--- src/rtl/ysyx_24100012_pc_sequencer.sv ---
// ysyx_24100012_pc_sequencer: multi-cycle fetch/execute sequencer that owns the PC.
// Ports: ifu_req_* fetch request, ifu_rsp_* fetch response, inst/exec_* execute
// handshake, pc_sel/branch_target/halt commit inputs, pc/retire/instret/halted/
// fault/fault_cause architectural status. All outputs come straight from flops.
module ysyx_24100012_pc_sequencer #(
  parameter int unsigned ADDR_WIDTH = 32,
  parameter int unsigned DATA_WIDTH = 32,
  parameter logic [ADDR_WIDTH-1:0] RESET_PC = 32'h8000_0000
) (
  input  logic                  clk,
  input  logic                  rst_n,
  output logic                  ifu_req_valid,
  input  logic                  ifu_req_ready,
  output logic [ADDR_WIDTH-1:0] ifu_req_addr,
  input  logic                  ifu_rsp_valid,
  output logic                  ifu_rsp_ready,
  input  logic [DATA_WIDTH-1:0] ifu_rsp_inst,
  input  logic                  ifu_rsp_err,
  output logic [DATA_WIDTH-1:0] inst,
  output logic                  exec_valid,
  input  logic                  exec_done,
  input  logic                  pc_sel,
  input  logic [ADDR_WIDTH-1:0] branch_target,
  input  logic                  halt,
  output logic [ADDR_WIDTH-1:0] pc,
  output logic                  retire,
  output logic [63:0]           instret,
  output logic                  halted,
  output logic                  fault,
  output logic [1:0]            fault_cause
);

  typedef enum logic [2:0] {
    S_IDLE,
    S_REQ,
    S_RSP,
    S_EXEC,
    S_HALT,
    S_FAULT
  } state_e;

  localparam logic [1:0] CAUSE_NONE  = 2'b00;
  localparam logic [1:0] CAUSE_FETCH = 2'b01;
  localparam logic [1:0] CAUSE_ALIGN = 2'b10;

  state_e                state_q, state_d;
  logic [ADDR_WIDTH-1:0] pc_q, pc_d;
  logic [DATA_WIDTH-1:0] inst_q, inst_d;
  logic [63:0]           instret_q, instret_d;
  logic                  retire_q, retire_d;
  logic                  halted_q, halted_d;
  logic                  fault_q, fault_d;
  logic [1:0]            cause_q, cause_d;
  logic                  req_valid_q, req_valid_d;
  logic                  rsp_ready_q, rsp_ready_d;
  logic                  exec_valid_q, exec_valid_d;

  logic [ADDR_WIDTH-1:0] pc_inc;
  logic                  tgt_misaligned;

  // pc+4 wraps naturally at the top of the address space.
  assign pc_inc         = pc_q + ADDR_WIDTH'(4);
  assign tgt_misaligned = (branch_target[1:0] != 2'b00);

  always_comb begin
    state_d   = state_q;
    pc_d      = pc_q;
    inst_d    = inst_q;
    instret_d = instret_q;
    retire_d  = 1'b0;
    halted_d  = halted_q;
    fault_d   = fault_q;
    cause_d   = cause_q;

    unique case (state_q)
      S_IDLE: begin
        state_d = S_REQ;
      end
      S_REQ: begin
        if (ifu_req_ready) begin
          state_d = S_RSP;
        end
      end
      S_RSP: begin
        if (ifu_rsp_valid) begin
          if (ifu_rsp_err) begin
            state_d = S_FAULT;
            fault_d = 1'b1;
            cause_d = CAUSE_FETCH;
          end else begin
            inst_d  = ifu_rsp_inst;
            state_d = S_EXEC;
          end
        end
      end
      S_EXEC: begin
        if (exec_done) begin
          // ebreak retires before any target check.
          if (halt) begin
            state_d   = S_HALT;
            halted_d  = 1'b1;
            retire_d  = 1'b1;
            instret_d = instret_q + 64'd1;
          end else if (pc_sel && tgt_misaligned) begin
            state_d = S_FAULT;
            fault_d = 1'b1;
            cause_d = CAUSE_ALIGN;
          end else begin
            state_d   = S_REQ;
            pc_d      = pc_sel ? branch_target : pc_inc;
            retire_d  = 1'b1;
            instret_d = instret_q + 64'd1;
          end
        end
      end
      S_HALT, S_FAULT: begin
        state_d = state_q;
      end
      default: begin
        state_d = S_IDLE;
      end
    endcase
  end

  // Handshake outputs are decoded from the next state and registered,
  // so they line up with state_q without an input-to-output path.
  always_comb begin
    req_valid_d  = (state_d == S_REQ);
    rsp_ready_d  = (state_d == S_RSP);
    exec_valid_d = (state_d == S_EXEC);
  end

  always_ff @(posedge clk or negedge rst_n) begin
    if (!rst_n) begin
      state_q      <= S_IDLE;
      pc_q         <= RESET_PC;
      inst_q       <= '0;
      instret_q    <= '0;
      retire_q     <= 1'b0;
      halted_q     <= 1'b0;
      fault_q      <= 1'b0;
      cause_q      <= CAUSE_NONE;
      req_valid_q  <= 1'b0;
      rsp_ready_q  <= 1'b0;
      exec_valid_q <= 1'b0;
    end else begin
      state_q      <= state_d;
      pc_q         <= pc_d;
      inst_q       <= inst_d;
      instret_q    <= instret_d;
      retire_q     <= retire_d;
      halted_q     <= halted_d;
      fault_q      <= fault_d;
      cause_q      <= cause_d;
      req_valid_q  <= req_valid_d;
      rsp_ready_q  <= rsp_ready_d;
      exec_valid_q <= exec_valid_d;
    end
  end

  assign ifu_req_valid = req_valid_q;
  assign ifu_req_addr  = pc_q;
  assign ifu_rsp_ready = rsp_ready_q;
  assign inst          = inst_q;
  assign exec_valid    = exec_valid_q;
  assign pc            = pc_q;
  assign retire        = retire_q;
  assign instret       = instret_q;
  assign halted        = halted_q;
  assign fault         = fault_q;
  assign fault_cause   = cause_q;

endmodule
--- config.mk ---
export PLATFORM = sky130hd
export DESIGN_NAME = ysyx_24100012_pc_sequencer
export DESIGN_NICKNAME = d
export VERILOG_FILES = /design/src/rtl/ysyx_24100012_pc_sequencer.sv
export SDC_FILE = /design/constraint.sdc
export NUM_CORES = 1
export LEC_CHECK = 0
export ABC_AREA = 1
export CORE_ASPECT_RATIO = 1.25
export CORE_MARGIN = 1.5
export CORE_UTILIZATION = 30
export CTS_BUF_LIST = sky130_fd_sc_hd__clkbuf_4 sky130_fd_sc_hd__clkbuf_8 sky130_fd_sc_hd__clkbuf_16
export CTS_CLUSTER_SIZE = 12
export DETAILED_ROUTE_END_ITERATION = 6
export PLACE_DENSITY_LB_ADDON = 0.3
export SLEW_MARGIN = 20
export SYNTH_ARGS = -nofsm -noshare
export SYNTH_HDL_FRONTEND = slang
export SYNTH_SLANG_ARGS = --single-unit
--- constraint.sdc ---
create_clock -name clk -period 1.6 [get_ports clk]
set_input_delay 0.32 -clock clk [delete_from_list [all_inputs] [get_ports clk]]
set_output_delay 0.32 -clock clk [all_outputs]
set_load 0.1 [all_outputs]
Yosys cells after proc, flatten, opt, wreduce, memory -nomap -nowiden

Cells that the tools add are included.

Flip-flop bits (word level): 139
Bits in latches: 0
Word-level logic and storage cells: 66
Memory bits (writable): 0
Memories kept: 0
Bits of input ports: 72
ROM bits: 0

Shifts and indexed selects: 0
Reductions and logical operators: 10
Bitwise operators: 3
Multipliers: 0
Add/subtract/negate cells: 2
Order comparisons: 0
Mux-type cells: 26
Equality and inequality tests: 14
Div/mod/pow operators: 0

Operators with widths:

| kind                  | number |
|---|---|
| $mux 64               | 2 |
| $add 64x1->64 const B | 1 |
| $add 32x3->32 const B | 1 |
| $mux 32               | 1 |
| $mux 3                | 6 |
| $pmux 3 s5            | 1 |
| $eq 3x2->1 const B    | 4 |
| $ne 2x2->1 const B    | 6 |
| $mux 2                | 5 |
| $mux 1                | 9 |
| $reduce_and 3->1      | 3 |
| $eq 3x1->1 const B    | 2 |
| $eq 3x3->1 const B    | 2 |
| $reduce_and 6->1      | 1 |
| $pmux 2 s2            | 1 |
| $reduce_and 4->1      | 1 |
| $reduce_bool 2->1     | 2 |
| $logic_not 3->1       | 1 |
| $not 1->1             | 3 |
| $pmux 1 s2            | 1 |
| $reduce_or 2->1       | 1 |
| $logic_and 1x1->1     | 1 |

Logic depth before layout (Yosys ltp)

Gate-level depths: netlist (run 1).

Word-level depth: 7
Gate-level depth with buffers: 12
Mapped depth without buffers: 12

Worst setup path after synthesis (run 1)

No wires, ideal clock.

Kind: register to register
Start point: register pc_q[2] (netlist: ifu_req_addr[2])
End point: register pc_q[28] (netlist: ifu_req_addr[28])
Buffers on the path: 0
Arrival time: 2270 ps
Cell stages (with the launch flop): 11
Setup slack: -787 ps
Period minus slack after synthesis: 2387 ps
Cell sequence: dfrtp_1 -> ha_1 -> nand2_1 -> nor2_1 -> nand2_1 -> nor2_1 -> inv_1 -> nor2_1 -> nand2_1 -> nand3_1 -> nand2_1

Word-level cells in the longest chain between the ends: 2

RTL lines:

| what                   | RTL line | RTL |
|---|---|---|
| from (decl)            | 47       | `logic [ADDR_WIDTH-1:0] pc_q, pc_d;` |
| from (signal assigned) | 148      | `pc_q <= pc_d;` |
| $add 32x3->32          | 62       | `assign pc_inc = pc_q + ADDR_WIDTH'(4);` |
| $mux 32                | 110      | `pc_d = pc_sel ? branch_target : pc_inc;` |

Every way passes these cells.
A chain may end at the register's enable or synchronous reset.

Final worst setup path (run 1)

Start point: register instret_q[12] (netlist: instret[12])
End point: register instret_q[57] (netlist: instret[57])

Word-level cells in the longest chain between the ends: 3

RTL lines:

| what                   | RTL line | RTL |
|---|---|---|
| from (decl)            | 49       | `logic [63:0] instret_q, instret_d;` |
| from (signal assigned) | 150      | `instret_q <= instret_d;` |
| $add 64x1->64 (*)      | 103, 112 |  |
| $mux 64                | 104      | `end else if (pc_sel && tgt_misaligned) begin` |
| $mux 64 (*)            | 99       | `if (halt) begin` |

Mark *: on every way between the ends. The rest lies on a longest branch, timed or not. The select of a mux whose other input is x is not followed.

==> results of run 1 <==
[cell families (layout without fill, tap and decap cells)]
kind of cell / Yosys count / count (layout)
compound gates: 66 / 66
xor+xnor: 50 / 50
simple gates: 710 / 710
flops: 139 / 139
fa+ha+maj: 2 / 2
buf+inv: 154 / 533
[cell type report]
| type | count | area (um2) | area share |
|---|---|---|---|
| Inverter | 102 | 388 | 0.0257 |
| Tap cell | 340 | 425 | 0.0282 |
| Multi-Input combinational cell | 828 | 4430 | 0.293 |
| Sequential cell | 139 | 3780 | 0.251 |
| Timing Repair Buffer | 399 | 5460 | 0.361 |
| Clock buffer | 22 | 475 | 0.0315 |
| Clock inverter | 10 | 143 | 0.00945 |
[registers in the layout (all words and copies together) (netlist names)]
signal         flops
ifu_req_valid      1
fault              1
ifu_req_addr      32
inst              32
state_q            3
retire             1
ifu_rsp_ready      1
exec_valid         1
fault_cause        2
instret           64
halted             1
[stage by stage]
stage	TNS [ns]	hold slack [ns]	total power (uW)	std cells
floorplan	-2.27	0.0244	17300	1121
global placement	-26.11	0.268	24500	1781
detailed placement	-29.47	0.271	24700	1781
CTS	-0.107	0.383	29100	1823
global route	-3.58	0.395	30300	1840
finish	-1.10	0.372	29300	1840
[worst max path at each step]
stage / start / cells past startpoint / slack, ns / endpoint
2_1_floorplan: instret[2] / 9 / -0.14 / instret[57]
3_3_place_gp: pc_sel / 9 / -0.38 / instret[62]
3_5_place_dp: exec_done / 9 / -0.42 / instret[47]
4_1_cts: state_q[2] / 9 / -0.02 / instret[62]
5_1_grt: instret[12] / 9 / -0.31 / instret[57]
6_report: instret[12] / 9 / -0.19 / instret[57]
[report_power, final]
part           internal [uW]  leakage, uW  switching [uW]  total (uW)
Sequential              4690      0.00165            1250        5940
Combinational           6700      0.00471           12400       19100
Clock                   2590     0.000293            1620        4210
[layer usage]
| metal | wire (um) | up-vias | GRT usage |
|---|---|---|---|
| met5 | 0 | - | 0 |
| met4 | 682 | 0 | 0.0669 |
| met3 | 1820 | 47 | 0.0549 |
| met2 | 14500 | 277 | 0.360 |
| met1 | 11500 | 4041 | 0.245 |
| li1 | - | 4198 | - |
[what timing repair did]
action,4_1_cts,5_1_grt
hold endpoints to repair,31,0
hold buffers,1,0
buffers inserted,10,18
resized for setup,25,134
cloned,0,0
setup endpoints to repair,26,138
pin swaps,9,35
[Yosys cell counts (2+ instances only)]
cell                       number  area [um2]
sky130_fd_sc_hd__a21oi_1       19        95.1
sky130_fd_sc_hd__and2_1         2        12.5
sky130_fd_sc_hd__buf_2          7        35.0
sky130_fd_sc_hd__buf_4         33         248
sky130_fd_sc_hd__clkbuf_1      11        41.3
sky130_fd_sc_hd__dfrtp_1      138        3450
sky130_fd_sc_hd__ha_1           2        25.0
sky130_fd_sc_hd__inv_1         99         372
sky130_fd_sc_hd__inv_2          2        7.51
sky130_fd_sc_hd__nand2_1      415        1560
sky130_fd_sc_hd__nand3_1       49         245
sky130_fd_sc_hd__nand3_2        5        50.1
sky130_fd_sc_hd__nand3b_1       9        67.6
sky130_fd_sc_hd__nand4_1       15        93.8
sky130_fd_sc_hd__nor2_1       177         664
sky130_fd_sc_hd__nor2_2         8        50.1
sky130_fd_sc_hd__nor2_4         3        33.8
sky130_fd_sc_hd__nor3_1        21         105
sky130_fd_sc_hd__o21ai_0       33         165
sky130_fd_sc_hd__o21ai_1        3        15.0
sky130_fd_sc_hd__o21bai_1       3        22.5
sky130_fd_sc_hd__o22ai_1        6        37.5
sky130_fd_sc_hd__xnor2_1       23         201
sky130_fd_sc_hd__xor2_1        27         236
[critical path: stages (launching register included)]
cell and delay (ns):
sky130_fd_sc_hd__dfrtp_4 0.45, sky130_fd_sc_hd__buf_6 0.11, sky130_fd_sc_hd__nand4_1 0.20, sky130_fd_sc_hd__nor3_1 0.28
sky130_fd_sc_hd__buf_4 0.19, sky130_fd_sc_hd__nand3_4 0.11, sky130_fd_sc_hd__nor2_4 0.17, sky130_fd_sc_hd__nand2_1 0.08
sky130_fd_sc_hd__nand2_1 0.06, sky130_fd_sc_hd__nand2_1 0.04
==> flow_summary.json, run 1 <==
{
  "result_of_the_run": "finished, violations left",
  "violations_in_the_final_reports": "setup timing",
  "cts_tree": "yes",
  "synth_xor_area_frac": 0.0550,
  "clock-root-buffer": "sky130_fd_sc_hd__clkbuf_16",
  "synthDistinctLibCells": 35,
  "row_count": 66,
  "grt_pass1_wl_mm": 44.4,
  "clock_buffer_depth": 2,
  "fmaxAchievable_ghz": 0.557,
  "crit_start_category": "flip-flop",
  "post_drt_via_cell_ratio": 4.65,
  "synth-compound-area-share": 0.0441,
  "cts_buffers": 17,
  "gpl.final_weighted_congestion": 0.890,
  "drt_pass1_iterations": 5,
  "fin_max_slew_vios": 0,
  "drt.antenna.violating_nets": 0,
  "detail_route.wl_per_cell_um": 15.4,
  "synthMuxAreaShare": 0,
  "antenna-diode-count": 0,
  "grt_pass1_vias": 8605,
  "total_leakage_power_uw": 0.00664,
  "async_flop_share": 1.00,
  "synthCells": 1121,
  "chipHeight_um": 185,
  "final_layout_size_suffix_gt1_frac": 0.409,
  "final_common_cell": "sky130_fd_sc_hd__nand2_1",
  "layout_common_cells": "sky130_fd_sc_hd__nand2_1, sky130_fd_sc_hd__buf_12, sky130_fd_sc_hd__buf_4",
  "initial_antenna_violation_count": 0,
  "slew_headroom": 0.708,
  "clock_sink_count": 139,
  "clock_skew_ns": 0.0132,
  "gr-usage-all-layers": 0.206,
  "drc_errors": 0,
  "synth_top_family_by_area": "simple AND/OR/NAND/NOR gates",
  "synth-edff-count": 0,
  "ioPinCount": 240,
  "rr_startpoint": "instret[12]",
  "core-area_um2": 26100,
  "finalSetupViolations": 12,
  "dpl.hpwl_mm": 21.6,
  "die_x_um": 149,
  "finalHoldViolCount": 0,
  "synthAdderAreaFrac": 0.00314,
  "synth_simple_gate_area_share": 0.371,
  "reg2regPathDepth": 9,
  "tightest_slew_ns": 0.438,
  "drt_first_iter_violations": 455,
  "detailroute.via_count": 8563,
  "period_share": 1.12,
  "synth_fp_nets": 1195,
  "fill_cell_instance_count_of_the_final_layout": 2253,
  "yosys_most_used_dff": "sky130_fd_sc_hd__dfrtp_1",
  "power.density_nw_per_um2": 1940,
  "critical_path.max_fanout": 5,
  "layout.cell_area.non_filler_um2": 15100,
  "post_synth.cell_area_avg_um2": 7.10,
  "period_minus_slack_ns": 1.79,
  "final_critical_path_setup_slack_ns": -0.195,
  "pre_cts_slack_ns": -0.418,
  "worstReg2RegEnd": "instret[57]",
  "cp.arrival_ns": 2.12,
  "min-delay-path-class": "in -> async",
  "cts.clk_slew.worst_paths_ns": 0.07,
  "critical_path.endpoint_type": "flip-flop",
  "area_growth_pct": 89.6,
  "num-nets-final": 1561,
  "crit_type": "reg -> reg",
  "io_buffer_count": 239,
  "max-vdd-ir-drop_v": 0.00152,
  "synth_warnings": 0,
  "worst-r2r-setup-slack_ns": -0.19,
  "rsz_0062_raised_after_global_routing": "yes",
  "final_core_util": 0.579,
  "grt_max_degree": 40,
  "start_util": 0.305,
  "maxCapViolCount": 0,
  "clk-insertion-delay-late_ns": 0.43,
  "drt_wl_total_mm": 28.4,
  "synthesis.area_um2": 7960,
  "portion_of_the_post_synthesis_area_used_by_sequential_elements": 0.437,
  "aggregate_global_routing_overflow": 0,
  "htree_levels": 4,
  "design.die.area_um2": 27500,
  "placement_stage_cell_area_um2": 13700,
  "ys_seq_elements": 139,
  "required_ns": 1.92
}
No activity file was read; power rests on OpenSTA's default activity.
==> inputs of run 2 (changes only) <==
--- a/config.mk
+++ b/config.mk
@@ -6,6 +6,8 @@
 export NUM_CORES = 1
 export LEC_CHECK = 0
 export ABC_AREA = 1
+export CELL_PAD_IN_SITES_DETAIL_PLACEMENT = 0
+export CELL_PAD_IN_SITES_GLOBAL_PLACEMENT = 1
 export CORE_ASPECT_RATIO = 1.25
 export CORE_MARGIN = 1.5
 export CORE_UTILIZATION = 30
@@ -13,6 +15,7 @@
 export CTS_CLUSTER_SIZE = 12
 export DETAILED_ROUTE_END_ITERATION = 6
 export PLACE_DENSITY_LB_ADDON = 0.3
+export REMOVE_ABC_BUFFERS = 1
 export SLEW_MARGIN = 20
 export SYNTH_ARGS = -nofsm -noshare
 export SYNTH_HDL_FRONTEND = slang
==> run 2 against run 1 <==
Net effect:
- the run still ends with setup timing left
- hold slack lost 0.040 ns
- wire length rose by 1.9%
- cell area up 1.3%
- power is essentially flat
- count of clock-buffer cells in the layout decreased by 5
- utilization grew 0.76 points
- register-to-register slack improved by 0.16 ns
- die area did not move
- combinational power about the same
- critical path depth rose by 1
==> flow_summary.json, run 2 (same netlist as run 1, synthesis figures left out) <==
{
  "result_of_the_run": "finished, violations left",
  "violations_in_the_final_reports": "setup timing",
  "critical_path.max_fanout": 5,
  "finalSetupViolations": 3,
  "crit_path_max_incr_delay_ns": 0.43,
  "detail_route.wl_per_cell_um": 15.1,
  "period_share": 1.02,
  "flip_flop_count_of_the_largest_register_all_copies_and_words_added": 64,
  "most_common_cell_type_on_the_critical_path": "sky130_fd_sc_hd__nand2_1",
  "drc_errors": 0,
  "cp.arrival_ns": 1.96,
  "num-nets-final": 1638,
  "clock_buffer_depth": 2,
  "final_critical_path_setup_slack_ns": -0.0316,
  "cp_slowest_cell": "sky130_fd_sc_hd__dfrtp_1",
  "crit_type": "reg -> reg",
  "htree_levels": 4,
  "final_common_cell": "sky130_fd_sc_hd__nand2_1",
  "post_drt_via_cell_ratio": 4.60,
  "cts_buffers": 17,
  "dpl.hpwl_mm": 22.3,
  "row_count": 66,
  "clk-insertion-delay-late_ns": 0.43,
  "required_ns": 1.93,
  "layout.cell_area.non_filler_um2": 15300,
  "chipHeight_um": 185,
  "grt_max_degree": 42,
  "tightest_slew_ns": 0.334,
  "gr-usage-all-layers": 0.213,
  "cts.clk_slew.worst_paths_ns": 0.07,
  "layout_common_cells": "sky130_fd_sc_hd__nand2_1, sky130_fd_sc_hd__buf_4, sky130_fd_sc_hd__buf_12",
  "design.die.area_um2": 27500,
  "power.density_nw_per_um2": 1910,
  "area_growth_pct": 92.1,
  "worst-r2r-setup-slack_ns": -0.03,
  "period_minus_slack_ns": 1.63,
  "io_buffer_count": 239,
  "min-delay-path-class": "in -> async",
  "core-area_um2": 26100,
  "clock_skew_ns": 0.0156,
  "antenna-diode-count": 0,
  "ioPinCount": 240,
  "aggregate_global_routing_overflow": 0,
  "finalHoldViolCount": 0,
  "clock-root-buffer": "sky130_fd_sc_hd__clkbuf_16",
  "fin_max_slew_vios": 0,
  "drt_pass1_iterations": 5,
  "rsz_0062_raised_after_global_routing": "yes",
  "grt_pass1_vias": 8937,
  "fill_cell_instance_count_of_the_final_layout": 2312,
  "final_layout_size_suffix_gt1_frac": 0.394,
  "critical_path.endpoint_type": "flip-flop",
  "grt_pass1_wl_mm": 45.8,
  "initial_antenna_violation_count": 0,
  "die_x_um": 149,
  "drt_wl_total_mm": 29.0,
  "crit_start_category": "flip-flop",
  "maxCapViolCount": 0,
  "cts_tree": "yes",
  "total_leakage_power_uw": 0.00711,
  "placement_stage_cell_area_um2": 13800,
  "fmaxAchievable_ghz": 0.613,
  "clock_sink_count": 139,
  "drt_first_iter_violations": 526,
  "detailroute.via_count": 8821,
  "start_util": 0.305,
  "gpl.final_weighted_congestion": 0.870,
  "pre_cts_slack_ns": -0.554,
  "slew_headroom": 0.777,
  "drt.antenna.violating_nets": 0,
  "worstPathCellList": "nand2_2 > buf_4 > inv_1 > nand2_1 > nor2_1 > nand3_4 > nor2_4 > nand2_1 > nand2_1 > nand2_1",
  "max-vdd-ir-drop_v": 0.00150
}
==> run 2: changes by cell type in the layout (fill, tap and decap cells not counted), sizes merged <==
cell	previous run	this run
buf	328	405
inv	102	113
clkbuf	22	17
clkinvlp	4	0
bufinv	3	2
clkdlybuf4s50	70	69
clkinv	3	2
dlygate4sd2	0	1
==> run 2: through the flow <==
stage | setup TNS (ns) | util | total power (uW) | hold WS [ns] | std cells
after global placement | -34.90 | 0.528 | 24300 | 0.212 | 1858
after floorplan | -113.55 | - | 16300 | 0.0244 | 1069
after CTS | -0.206 | 0.560 | 28900 | 0.330 | 1896
after global routing | -3.29 | 0.586 | 30300 | 0.354 | 1917
after detailed placement | -39.30 | 0.528 | 24500 | 0.212 | 1858
final | -0.0674 | 0.586 | 29300 | 0.333 | 1917
==> run 2: repair_timing <==
action	4_1_cts	5_1_grt
gates cloned	0	0
pin swaps	14	38
endpoints found under the hold margin	18	0
buffers inserted	6	22
gates resized for setup	62	181
endpoints found under the setup margin	58	123
hold buffers	1	0
==> run 2: final cells by class <==
cell class / count / area [um2] / share of cell area
clock buffers: 17 / 425 / 0.0278
clock inverters: 15 / 176 / 0.0115
inverters: 102 / 390 / 0.0255
multi-input cells: 828 / 4360 / 0.285
flip-flops and latches: 139 / 3510 / 0.230
well taps: 340 / 425 / 0.0278
repair buffers: 476 / 6010 / 0.393
==> run 2: worst paths after layout <==
kind / end / cells past startpoint / startpoint
min in group clk: inst[21] / 3 / ifu_rsp_inst[21]
max in group asynchronous: instret[23] / 3 / rst_n
worst max-delay path: instret[57] / 10 / instret[17]
worst min register to register: instret[25] / 1 / instret[25]
worst min-delay path: ifu_req_addr[16] / 2 / rst_n
worst max register to register: instret[57] / 10 / instret[17]
==> run 2: report_power, final <==
| group | leakage [uW] | total [uW] | switching (uW) | internal, uW |
|---|---|---|---|---|
| combinational | 0.00506 | 19400 | 12600 | 6860 |
| sequential | 0.00176 | 5640 | 1140 | 4500 |
| clock | 0.000301 | 4200 | 1830 | 2370 |
==> run 2: worst max-delay path, delay by kind of cell, from the launching register on <==
kind | cells | cell delay (ns)
flops | 1 | 0.43
simple gates | 8 | 0.89
buf+inv | 2 | 0.21
==> run 2: routing by layer <==
layer	GRT usage	up-vias	wire, um
met5	0	-	0
met4	0.0768	0	823
met3	0.0404	50	1460
met2	0.391	255	15200
met1	0.245	4168	11500
li1	-	4348	-
==> inputs of run 3 (changes only) <==
--- a/config.mk
+++ b/config.mk
@@ -16,6 +16,7 @@
 export DETAILED_ROUTE_END_ITERATION = 6
 export PLACE_DENSITY_LB_ADDON = 0.3
 export REMOVE_ABC_BUFFERS = 1
+export SETUP_SLACK_MARGIN = 0.05
 export SLEW_MARGIN = 20
 export SYNTH_ARGS = -nofsm -noshare
 export SYNTH_HDL_FRONTEND = slang
==> constraint.sdc (replaced) <==
create_clock -name clk -period 1.9 [get_ports clk]
set_input_delay 0.38 -clock clk [delete_from_list [all_inputs] [get_ports clk]]
set_output_delay 0.38 -clock clk [all_outputs]
set_load 0.01 [all_outputs]
==> run 3 against run 2 <==
Net effect:
- count of clock-buffer cells in the layout unchanged
- via count down 8.4%
- largest power group unchanged
- the flow now finishes without violations
- hold slack better by 0.11 ns
- clock power down 13%
- critical path depth down 9
- die area unchanged
- power down 55%
- sequential share of layout area up 6.3 points
- first-iteration DRC count down 41%
==> flow_summary.json, run 3 (same netlist as run 1, synthesis figures left out) <==
{
  "total_leakage_power_uw": 0.00574,
  "cts_tree": "yes",
  "critical_path.endpoint_type": "output pin",
  "drt-met1-wl_mm": 11.2,
  "design.die.area_um2": 27500,
  "critical_path_buf_inv_count": 1,
  "gpl.final_weighted_congestion": 0.886,
  "drt.antenna.violating_nets": 0,
  "crit_path_max_incr_delay_ns": 0.57,
  "finalHoldViolCount": 0,
  "worstReg2RegEnd": "instret[40]",
  "dpl.hpwl_mm": 20.1,
  "htree_levels": 4,
  "cts_buffers": 17,
  "multi_input_logic_area_um2": 3840,
  "fmaxAchievable_ghz": 0.551,
  "final_layout_size_suffix_gt1_frac": 0.160,
  "rsz_0062_raised_after_global_routing": "yes",
  "aggregate_global_routing_overflow": 0,
  "dr.max_layer_used": "met4",
  "finalSetupViolations": 0,
  "antenna-diode-count": 0,
  "chipHeight_um": 185,
  "drt_wl_total_mm": 26.2,
  "power.density_nw_per_um2": 1090,
  "flip_flop_count_of_the_largest_register_all_copies_and_words_added": 64,
  "min-delay-path-class": "in -> async",
  "crit_type": "reg -> out",
  "finalNonFillerCells": 1781,
  "final_common_cell": "sky130_fd_sc_hd__nand2_1",
  "drc_errors": 0,
  "clock-root-buffer": "sky130_fd_sc_hd__clkbuf_16",
  "tightest_slew_ns": 0.449,
  "pre_cts_slack_ns": -0.281,
  "layout_common_cells": "sky130_fd_sc_hd__nand2_1, sky130_fd_sc_hd__clkdlybuf4s50_1, sky130_fd_sc_hd__nor2_1",
  "clock_sink_count": 139,
  "clock_buffer_depth": 2,
  "cp.arrival_ns": 1.44,
  "start_util": 0.305,
  "worstPathCellList": "clkdlybuf4s50_1",
  "fin_max_slew_vios": 0,
  "gr-usage-all-layers": 0.197,
  "cp_slowest_cell": "sky130_fd_sc_hd__clkdlybuf4s50_1",
  "area_growth_pct": 51.9,
  "crit_start_category": "flip-flop",
  "drt_first_iter_violations": 310,
  "ioPinCount": 240,
  "dr_wl_met3_mm": 1.27,
  "grt_max_degree": 42,
  "maxCapViolCount": 0,
  "result_of_the_run": "completed",
  "die_x_um": 149,
  "row_count": 66,
  "dp.cells": 1712,
  "totalNegativeSetupSlack_ns": 0,
  "max-vdd-ir-drop_v": 0.000668,
  "critical_path.max_fanout": 4,
  "slew_headroom": 0.700,
  "initial_antenna_violation_count": 0,
  "clk-insertion-delay-late_ns": 0.44,
  "register_area_um2": 3550,
  "grt_pass1_vias": 8050,
  "cts.clk_slew.worst_paths_ns": 0.07,
  "detail_route.wl_per_cell_um": 14.7,
  "period_minus_slack_ns": 1.82,
  "rr_startpoint": "instret[1]",
  "detailroute.via_count": 8082,
  "required_ns": 1.52,
  "core-area_um2": 26100,
  "final_critical_path_setup_slack_ns": 0.0836,
  "reg2regPathDepth": 8,
  "io_buffer_count": 239,
  "worst-r2r-setup-slack_ns": 0.22,
  "clock_skew_ns": 0.00929,
  "post_drt_via_cell_ratio": 4.54,
  "fill_cell_instance_count_of_the_final_layout": 2745,
  "timing.critical_path.max_delay_family": "buffers and inverters",
  "period_share": 0.956,
  "wl_met2_mm": 13.1,
  "num-nets-final": 1502,
  "drt_pass1_iterations": 4,
  "grt_pass1_wl_mm": 41.6
}
-- run 3: final cells by class --
class	instances	share of cell area
clock buffers	17	0.0352
clock inverters	15	0.0175
inverters	102	0.0317
repair buffers	340	0.270
multi-input cells	828	0.317
flip-flops and latches	139	0.293
well taps	340	0.0352
-- run 3: through the flow --
stage | instance area [um2] | util | total power, uW | hold slack, ns
floorplan | 7630 | - | 6350 | 0.0844
global placement | 11000 | 0.422 | 9400 | 0.348
detailed placement | 11000 | 0.422 | 9460 | 0.351
CTS | 11700 | 0.450 | 13200 | 0.446
global route | 12100 | 0.463 | 14100 | 0.460
finish | 12100 | 0.463 | 13200 | 0.446
-- run 3: repair_timing --
item                                   CTS  global route
setup endpoints to repair               79            92
gates resized for setup                 59            58
endpoints found under the hold margin   35             0
pin swaps                                0             1
buffers inserted                         7            29
hold buffers                             1             0
-- run 3: worst max-delay path by stage --
stage,startpoint,end,slack (ns),cells after the start
3_3_place_gp,pc_sel,instret[57],-0.24,11
5_1_grt,ifu_req_addr[13],ifu_req_addr[30],0.01,13
3_5_place_dp,pc_sel,instret[52],-0.28,11
4_1_cts,instret[51],instret[51],0.05,1
2_1_floorplan,state_q[0],ifu_req_valid,-0.68,6
6_report,instret[32],instret[32],0.08,1
-- run 3: report_power, final --
part	internal [uW]	switching, uW	total [uW]
logic	2770	2280	5050
clock network	2220	1440	3660
registers	3800	718	4520
total	8790	4440	13200
-- run 3: routing by layer --
layer  global-route usage  up-vias
met5                    0        -
met4               0.0725        0
met3               0.0419       44
met2                0.345      221
met1                0.236     3749
li1                     -     4068
